==> src/rtl/entryconv_seq_ctrl_pkg.sv <==
// Shared types and default widths for the EntryConv block-level sequencer.
package entryconv_ctrl_pkg;

  // Sequencer phases: wait for host, load child, compute child, completion pulse.
  typedef enum logic [1:0] {
    IDLE,
    LOAD,
    COMP,
    DONE
  } seq_state_e;

  localparam int unsigned TILE_W_DEF = 8;
  localparam int unsigned PERF_W_DEF = 32;

endpackage

==> src/rtl/entryconv_seq_ctrl_if.sv <==
// Host-facing ap_ctrl_hs port plus the two children's start/ready/done bundles.
// The perf counter outputs exist only when ENTRYCONV_SEQ_PERF_EN is defined.
interface entryconv_seq_ctrl_if import entryconv_ctrl_pkg::*; #(
  parameter int unsigned TILE_W = TILE_W_DEF
`ifdef ENTRYCONV_SEQ_PERF_EN
  , parameter int unsigned PERF_W = PERF_W_DEF
`endif
);

  logic              ap_start;
  logic              ap_done;
  logic              ap_ready;
  logic              ap_idle;
  logic [TILE_W-1:0] num_tiles;
  logic [TILE_W-1:0] tile_idx;
  logic              load_ap_start;
  logic              load_ap_ready;
  logic              load_ap_done;
  logic              comp_ap_start;
  logic              comp_ap_ready;
  logic              comp_ap_done;
`ifdef ENTRYCONV_SEQ_PERF_EN
  logic [PERF_W-1:0] perf_load_cyc;
  logic [PERF_W-1:0] perf_comp_cyc;

  // Sequencer side.
  modport master (
    input  ap_start, num_tiles, load_ap_ready, load_ap_done, comp_ap_ready, comp_ap_done,
    output ap_done, ap_ready, ap_idle, tile_idx, load_ap_start, comp_ap_start,
    output perf_load_cyc, perf_comp_cyc
  );

  // Host and children side.
  modport slave (
    output ap_start, num_tiles, load_ap_ready, load_ap_done, comp_ap_ready, comp_ap_done,
    input  ap_done, ap_ready, ap_idle, tile_idx, load_ap_start, comp_ap_start,
    input  perf_load_cyc, perf_comp_cyc
  );
`else
  // Sequencer side.
  modport master (
    input  ap_start, num_tiles, load_ap_ready, load_ap_done, comp_ap_ready, comp_ap_done,
    output ap_done, ap_ready, ap_idle, tile_idx, load_ap_start, comp_ap_start
  );

  // Host and children side.
  modport slave (
    output ap_start, num_tiles, load_ap_ready, load_ap_done, comp_ap_ready, comp_ap_done,
    input  ap_done, ap_ready, ap_idle, tile_idx, load_ap_start, comp_ap_start
  );
`endif

endinterface

==> src/rtl/entryconv_seq_ctrl_hs_child_drv.sv <==
// Per-child ap_ctrl_hs driver: raises ap_start on launch, holds it until the
// child reports ready (or done), and qualifies the child's done with the phase enable.
module hs_child_drv (
  input  logic clk_i,
  input  logic rst_i,
  input  logic launch_i,
  input  logic en_i,
  input  logic ap_ready_i,
  input  logic ap_done_i,
  output logic ap_start_o,
  output logic done_o
);

  logic start_q, start_d;
  logic rdy_seen_q, rdy_seen_d;

  // Start is held only while the phase is active and no ready/done has been seen.
  always_comb begin
    rdy_seen_d = rdy_seen_q;
    if (launch_i) begin
      rdy_seen_d = 1'b0;
    end else if (en_i && ap_ready_i) begin
      rdy_seen_d = 1'b1;
    end
    start_d = launch_i | (start_q & en_i & ~ap_ready_i & ~ap_done_i & ~rdy_seen_q);
  end

  // Handshake state registers.
  always_ff @(posedge clk_i or posedge rst_i) begin
    if (rst_i) begin
      start_q    <= 1'b0;
      rdy_seen_q <= 1'b0;
    end else begin
      start_q    <= start_d;
      rdy_seen_q <= rdy_seen_d;
    end
  end

  assign ap_start_o = start_q;
  // A done pulse outside this child's phase is dropped here.
  assign done_o     = en_i & ap_done_i;

endmodule

==> src/rtl/entryconv_seq_ctrl.sv <==
// EntryConv block-level ap_ctrl_hs sequencer: per tile, runs the load child then
// the compute child, num_tiles times, then pulses ap_done/ap_ready.
// Optional feature macro: ENTRYCONV_SEQ_PERF_EN adds saturating per-phase cycle counters.
module entryconv_seq_ctrl import entryconv_ctrl_pkg::*; #(
  parameter int unsigned TILE_W = TILE_W_DEF
`ifdef ENTRYCONV_SEQ_PERF_EN
  , parameter int unsigned PERF_W = PERF_W_DEF
`endif
) (
  input logic                  clock,
  input logic                  reset,
  entryconv_seq_ctrl_if.master bus
);

  seq_state_e        state_q;
  logic [TILE_W-1:0] tiles_q;
  logic [TILE_W-1:0] tile_idx_q;
  logic              done_q;
  logic              idle_q;

  logic load_en, comp_en;
  logic load_launch, comp_launch;
  logic load_done, comp_done;
  logic load_start, comp_start;
  logic last_tile;

  // Phase enables and child launch decode for the coming edge.
  always_comb begin
    load_en     = (state_q == LOAD);
    comp_en     = (state_q == COMP);
    last_tile   = (tile_idx_q == tiles_q - TILE_W'(1));
    load_launch = ((state_q == IDLE) && bus.ap_start && (bus.num_tiles != '0)) ||
                  ((state_q == COMP) && comp_done && !last_tile);
    comp_launch = (state_q == LOAD) && (tiles_q != '0) && load_done;
  end

  hs_child_drv u_load_drv (
    .clk_i      (clock),
    .rst_i      (reset),
    .launch_i   (load_launch),
    .en_i       (load_en),
    .ap_ready_i (bus.load_ap_ready),
    .ap_done_i  (bus.load_ap_done),
    .ap_start_o (load_start),
    .done_o     (load_done)
  );

  hs_child_drv u_comp_drv (
    .clk_i      (clock),
    .rst_i      (reset),
    .launch_i   (comp_launch),
    .en_i       (comp_en),
    .ap_ready_i (bus.comp_ap_ready),
    .ap_done_i  (bus.comp_ap_done),
    .ap_start_o (comp_start),
    .done_o     (comp_done)
  );

  // Sequencer FSM with registered host-side outputs.
  always_ff @(posedge clock or posedge reset) begin
    if (reset) begin
      state_q    <= IDLE;
      tiles_q    <= '0;
      tile_idx_q <= '0;
      done_q     <= 1'b0;
      idle_q     <= 1'b1;
    end else begin
      done_q <= 1'b0;
      unique case (state_q)
        IDLE: begin
          if (bus.ap_start) begin
            tiles_q    <= bus.num_tiles;
            tile_idx_q <= '0;
            idle_q     <= 1'b0;
            state_q    <= LOAD;
          end
        end
        LOAD: begin
          // An empty run passes through LOAD once with the child gated off, so the
          // zero check sees the latched count.
          if (tiles_q == '0) begin
            done_q  <= 1'b1;
            state_q <= DONE;
          end else if (load_done) begin
            state_q <= COMP;
          end
        end
        COMP: begin
          if (comp_done) begin
            if (last_tile) begin
              done_q  <= 1'b1;
              state_q <= DONE;
            end else begin
              tile_idx_q <= tile_idx_q + TILE_W'(1);
              state_q    <= LOAD;
            end
          end
        end
        DONE: begin
          idle_q  <= 1'b1;
          state_q <= IDLE;
        end
        default: state_q <= IDLE;
      endcase
    end
  end

  assign bus.ap_done       = done_q;
  assign bus.ap_ready      = done_q;
  assign bus.ap_idle       = idle_q;
  assign bus.tile_idx      = tile_idx_q;
  assign bus.load_ap_start = load_start;
  assign bus.comp_ap_start = comp_start;

`ifdef ENTRYCONV_SEQ_PERF_EN
  logic [PERF_W-1:0] perf_load_q;
  logic [PERF_W-1:0] perf_comp_q;

  // Per-phase cycle counters: cleared at run start, saturate, hold after DONE.
  always_ff @(posedge clock or posedge reset) begin
    if (reset) begin
      perf_load_q <= '0;
      perf_comp_q <= '0;
    end else if ((state_q == IDLE) && bus.ap_start) begin
      perf_load_q <= '0;
      perf_comp_q <= '0;
    end else begin
      if ((state_q == LOAD) && (perf_load_q != '1)) begin
        perf_load_q <= perf_load_q + PERF_W'(1);
      end
      if ((state_q == COMP) && (perf_comp_q != '1)) begin
        perf_comp_q <= perf_comp_q + PERF_W'(1);
      end
    end
  end

  assign bus.perf_load_cyc = perf_load_q;
  assign bus.perf_comp_cyc = perf_comp_q;
`endif

endmodule

==> src/flat_wrapper.sv <==
// flat-port wrapper written by rule: the top's interface ports become plain ports
module entryconv_seq_ctrl_flat import entryconv_ctrl_pkg::*;
#(
  parameter int unsigned TILE_W = TILE_W_DEF

)
  (clock, reset, bus_ap_start, bus_num_tiles, bus_load_ap_ready, bus_load_ap_done, bus_comp_ap_ready, bus_comp_ap_done, bus_ap_done, bus_ap_ready, bus_ap_idle, bus_tile_idx, bus_load_ap_start, bus_comp_ap_start);
  entryconv_seq_ctrl_if #(.TILE_W(TILE_W)) bus_i ();
  input logic clock;
  input logic reset;
  input wire logic [$bits(bus_i.ap_start)-1:0] bus_ap_start;
  input wire logic [$bits(bus_i.num_tiles)-1:0] bus_num_tiles;
  input wire logic [$bits(bus_i.load_ap_ready)-1:0] bus_load_ap_ready;
  input wire logic [$bits(bus_i.load_ap_done)-1:0] bus_load_ap_done;
  input wire logic [$bits(bus_i.comp_ap_ready)-1:0] bus_comp_ap_ready;
  input wire logic [$bits(bus_i.comp_ap_done)-1:0] bus_comp_ap_done;
  output wire logic [$bits(bus_i.ap_done)-1:0] bus_ap_done;
  output wire logic [$bits(bus_i.ap_ready)-1:0] bus_ap_ready;
  output wire logic [$bits(bus_i.ap_idle)-1:0] bus_ap_idle;
  output wire logic [$bits(bus_i.tile_idx)-1:0] bus_tile_idx;
  output wire logic [$bits(bus_i.load_ap_start)-1:0] bus_load_ap_start;
  output wire logic [$bits(bus_i.comp_ap_start)-1:0] bus_comp_ap_start;
  assign bus_i.ap_start = bus_ap_start;
  assign bus_i.num_tiles = bus_num_tiles;
  assign bus_i.load_ap_ready = bus_load_ap_ready;
  assign bus_i.load_ap_done = bus_load_ap_done;
  assign bus_i.comp_ap_ready = bus_comp_ap_ready;
  assign bus_i.comp_ap_done = bus_comp_ap_done;
  assign bus_ap_done = bus_i.ap_done;
  assign bus_ap_ready = bus_i.ap_ready;
  assign bus_ap_idle = bus_i.ap_idle;
  assign bus_tile_idx = bus_i.tile_idx;
  assign bus_load_ap_start = bus_i.load_ap_start;
  assign bus_comp_ap_start = bus_i.comp_ap_start;
  entryconv_seq_ctrl #(.TILE_W(TILE_W)) u_core (.clock(clock), .reset(reset), .bus(bus_i));
endmodule
==> config.mk <==
export PLATFORM = sky130hd
export DESIGN_NAME = entryconv_seq_ctrl_flat
export DESIGN_NICKNAME = d
export VERILOG_FILES = /design/src/rtl/entryconv_seq_ctrl_pkg.sv /design/src/rtl/entryconv_seq_ctrl_if.sv /design/src/rtl/entryconv_seq_ctrl_hs_child_drv.sv /design/src/rtl/entryconv_seq_ctrl.sv /design/src/flat_wrapper.sv
export SDC_FILE = /design/constraint.sdc
export NUM_CORES = 1
export LEC_CHECK = 0
export CORE_MARGIN = 2
export CORE_UTILIZATION = 52
export DETAILED_ROUTE_END_ITERATION = 16
export PLACE_DENSITY = 0.79
export SLEW_MARGIN = 20
export SYNTH_ARGS = -nofsm -noshare
export SYNTH_HDL_FRONTEND = slang
export SYNTH_SLANG_ARGS = --single-unit
==> constraint.sdc <==
create_clock -name clock -period 2.5 [get_ports clock]
set_input_delay 0.75 -clock clock [delete_from_list [all_inputs] [get_ports clock]]
set_output_delay 0.75 -clock clock [all_outputs]
set_load 0.1 [all_outputs]
==> impl_results.md <==
- Final #Nets: 217
- CTS Root Cell: clkbuf_4
- Slew headroom: 59.8%
- CP endpoint kind: register
- Part of the cycle the worst path needs: 93.4%
- Worst r2r path cells: 7
- Yosys reg bits: 24
- Via density: 5.81
- Clock skew: 0.00118 ns
- Global route overflow: 0
- Global-route wire length before repair: 5.60 mm
- Hold WC Path Type: register to register
- Switching Share: 48.9%
- Post-synth EDFFs: 0
- Fin Setup TNS: 0 ns
- TritonCTS clock tree: done
- Io pins: 28
- Drt wl/cell: 14.7 um
- Post-synth net total: 184
- Max Cap Violations: 0
- PortBufs: 27
- Share of layout cells above drive strength 1: 22.2%
- CTS Buffer Depth: 2
- Largest net degree at the start of global routing: 25
- Fillers: 253
- Num CTS Buffers: 3
- Antenna cell count: 0
- Register area share after synthesis: 38.0%
- Post-DRT Antenna Nets: 0
- Drt initial violations: 51
- Remaining routing DRC violations: 0
- Logic gate share of total power: 56.4%
- Startpoint types: register
- Clk sinks: 24
- P_int: 1180 uW
- Hold Path Cell Cnt: 2
- Fin. max-slew vios: 0
- Detailed Route WL: 3.34 mm
- Total number of vias: 1319
- Peak supply drop: 0.904 mV
- RSZ-0062 raised after global routing: false
- Router iterations before antenna repair: 4
- DIE HEIGHT: 59.2 um
- Clock power share: 12.5%
- Critical Path Fanout Max: 8
- Worst-skew pair later-pin latency: 0.32 ns
- Total power: 2310 uW
- Maximum clock frequency: 0.428 GHz
- NetSw: 1130 uW
- Initial Utilization: 53.2%
- Mapped cell area: 0.00158 mm^2
- # rows: 20
- Async S/R FF share, synth: 100%
- Cell count after synthesis: 162
- Yosys Warn Count: 0
- Die width: 59.2 um
- Main flop type after synthesis: dfrtp_1
- Sequential fraction of design power: 31.2%
- Clock transition at path regs: 0.14 ns
- Fin crit period: 2.33 ns
- PD cells: 1200 mW/mm^2
- Worst Setup Path Type: register to register
- Hold Fails Final Rpt: 0
- Hpwl dp: 2.56 mm
- Area Growth Syn to Fin: 21.9%
- Core area: 0.00298 mm^2
- Average size of a mapped cell: 9.77 um^2
- Die area: 0.00350 mm^2
- Arrival time at the worst endpoint: 2.57 ns
- Cell variety after synth: 44
- Overall routing resource usage: 21.2%
- Slew @ Worst Pin: 0.603 ns
- Outcome: complete, no violations
- Leakage power: 0.000890 uW
- H-tree lvl count: 1
- Routability congestion estimate: 0.889
- Finish-stage setup viols: 0
- Post_cts resized: 0
- Initial antenna violation count: 0
- CP required: 2.74 ns
- Vias in the first global route: 1282
[flip-flops by register name (all words and copies together) (netlist names)]
register                      count
u_core.bus.ap_done                1
u_core.bus.ap_idle                1
u_core.bus.tile_idx               8
u_core.state_q                    2
u_core.tiles_q                    8
u_core.u_comp_drv.ap_start_o      1
u_core.u_comp_drv.rdy_seen_q      1
u_core.u_load_drv.ap_start_o      1
u_core.u_load_drv.rdy_seen_q      1
[cell usage in the layout, fill, tap and decap left out, types with 7 or more instances in the layout]
cell type / count
nor2_1: 8
mux2i_1: 7
nand2_1: 17
clkdlybuf4s50_1: 14
dfrtp_1: 23
nand4_1: 9
ha_1: 7
a21oi_1: 7
inv_1: 9
buf_4: 19
nand2b_1: 8
mux2_2: 8
[cells in the mapped netlist (2+ instances only)]
library cell / instances / area share (%)
dfrtp_1: 23 / 36
nand2_1: 17 / 4.0
inv_1: 9 / 2.1
nand4_1: 9 / 3.6
mux2_2: 8 / 5.7
nand2b_1: 8 / 3.2
nor2_1: 8 / 1.9
a21oi_1: 7 / 2.2
ha_1: 7 / 5.5
mux2i_1: 7 / 4.4
xor2_1: 6 / 3.3
a21oi_2: 5 / 2.8
xnor2_1: 4 / 2.2
a31oi_1: 3 / 1.2
and3_1: 3 / 1.2
clkbuf_1: 3 / 0.71
nor2b_1: 3 / 1.2
o21ai_0: 3 / 0.95
nand3_1: 2 / 0.63
nor3_1: 2 / 0.63
nor4_1: 2 / 0.79
[metrics by stage]
step	hold WS, ns	util, %	instances	instance area [um^2]	setup WS (ns)
after CTS	0.516	64.8	227	1930	0.105
final	0.512	64.8	227	1930	0.166
after global routing	0.561	64.8	227	1930	0.0254
after global placement	0.473	63.0	223	1880	0.248
after detailed placement	0.494	63.0	223	1880	0.141
after floorplan	0.463	-	162	1580	0.134
[critical path, cell delays in order (launching register included)]
cell and delay, ns:
dfrtp_1 0.47, nor3_2 0.40, nand3b_1 0.18, xnor2_2 0.18
nor4_4 0.50, buf_4 0.26, a21boi_0 0.10, o32ai_1 0.16
[power groups by stage]
stage	Sequential, uW	Clock (uW)	Combinational (uW)
5_1_grt	746	312	1410
4_1_cts	718	294	1310
6_report	719	287	1300
2_1_floorplan	990	0	729
3_5_place_dp	727	0	1300
3_3_place_gp	716	0	1250
[per-layer routing]
| metal | track usage, % | vias up | wire length (um) |
|---|---|---|---|
| li1 | - | 648 | - |
| met1 | 26.7 | 638 | 1390 |
| met2 | 36.8 | 28 | 1780 |
| met3 | 2.18 | 5 | 125 |
| met4 | 8.77 | 0 | 47 |
| met5 | 0 | - | 0 |
[area by class of cell]
class | instances | area (um^2) | share of cell area [%]
timing repair buffer | 33 | 283 | 14.7
tap | 33 | 41.3 | 2.14
multi-input combinational | 124 | 917 | 47.5
clock inverter | 1 | 30.0 | 1.56
clock buffer | 3 | 22.5 | 1.17
inverter | 9 | 33.8 | 1.75
sequential | 24 | 602 | 31.2
[kinds of logic (layout without fill, tap and decap cells)]
group	Yosys count	after routing	synth area share, %
mux	15	15	10.1
simple gates	65	65	23.8
buf+inv	14	46	4.03
flops	24	24	38.0
compound gates	26	26	11.9
fa+ha+maj	7	7	5.53
xor+xnor	11	11	6.56
[timing repair]
item / 4_1_cts / 5_1_grt
hold buffers: 0 / 0
endpoints found under the setup margin: 0 / 7
setup buffers: 0 / 0
[final timing paths]
kind,startpoint,endpoint,slack (ns)
max,u_core.tiles_q[2]$_DFFE_PP0P_,u_core.bus.tile_idx[1]$_DFFE_PP0P_,0.17
min,u_core.bus.ap_idle$_DFFE_PP1P_,u_core.bus.ap_idle$_DFFE_PP1P_,0.51
max reg2reg,u_core.tiles_q[2]$_DFFE_PP0P_,u_core.bus.tile_idx[1]$_DFFE_PP0P_,0.17
min reg2reg,u_core.bus.ap_idle$_DFFE_PP1P_,u_core.bus.ap_idle$_DFFE_PP1P_,0.51
max in group asynchronous,reset,u_core.bus.ap_idle$_DFFE_PP1P_,1.45
min in group asynchronous,reset,u_core.u_load_drv.ap_start_o$_DFF_PP0_,0.76
(Power assumes the default switching activity.)
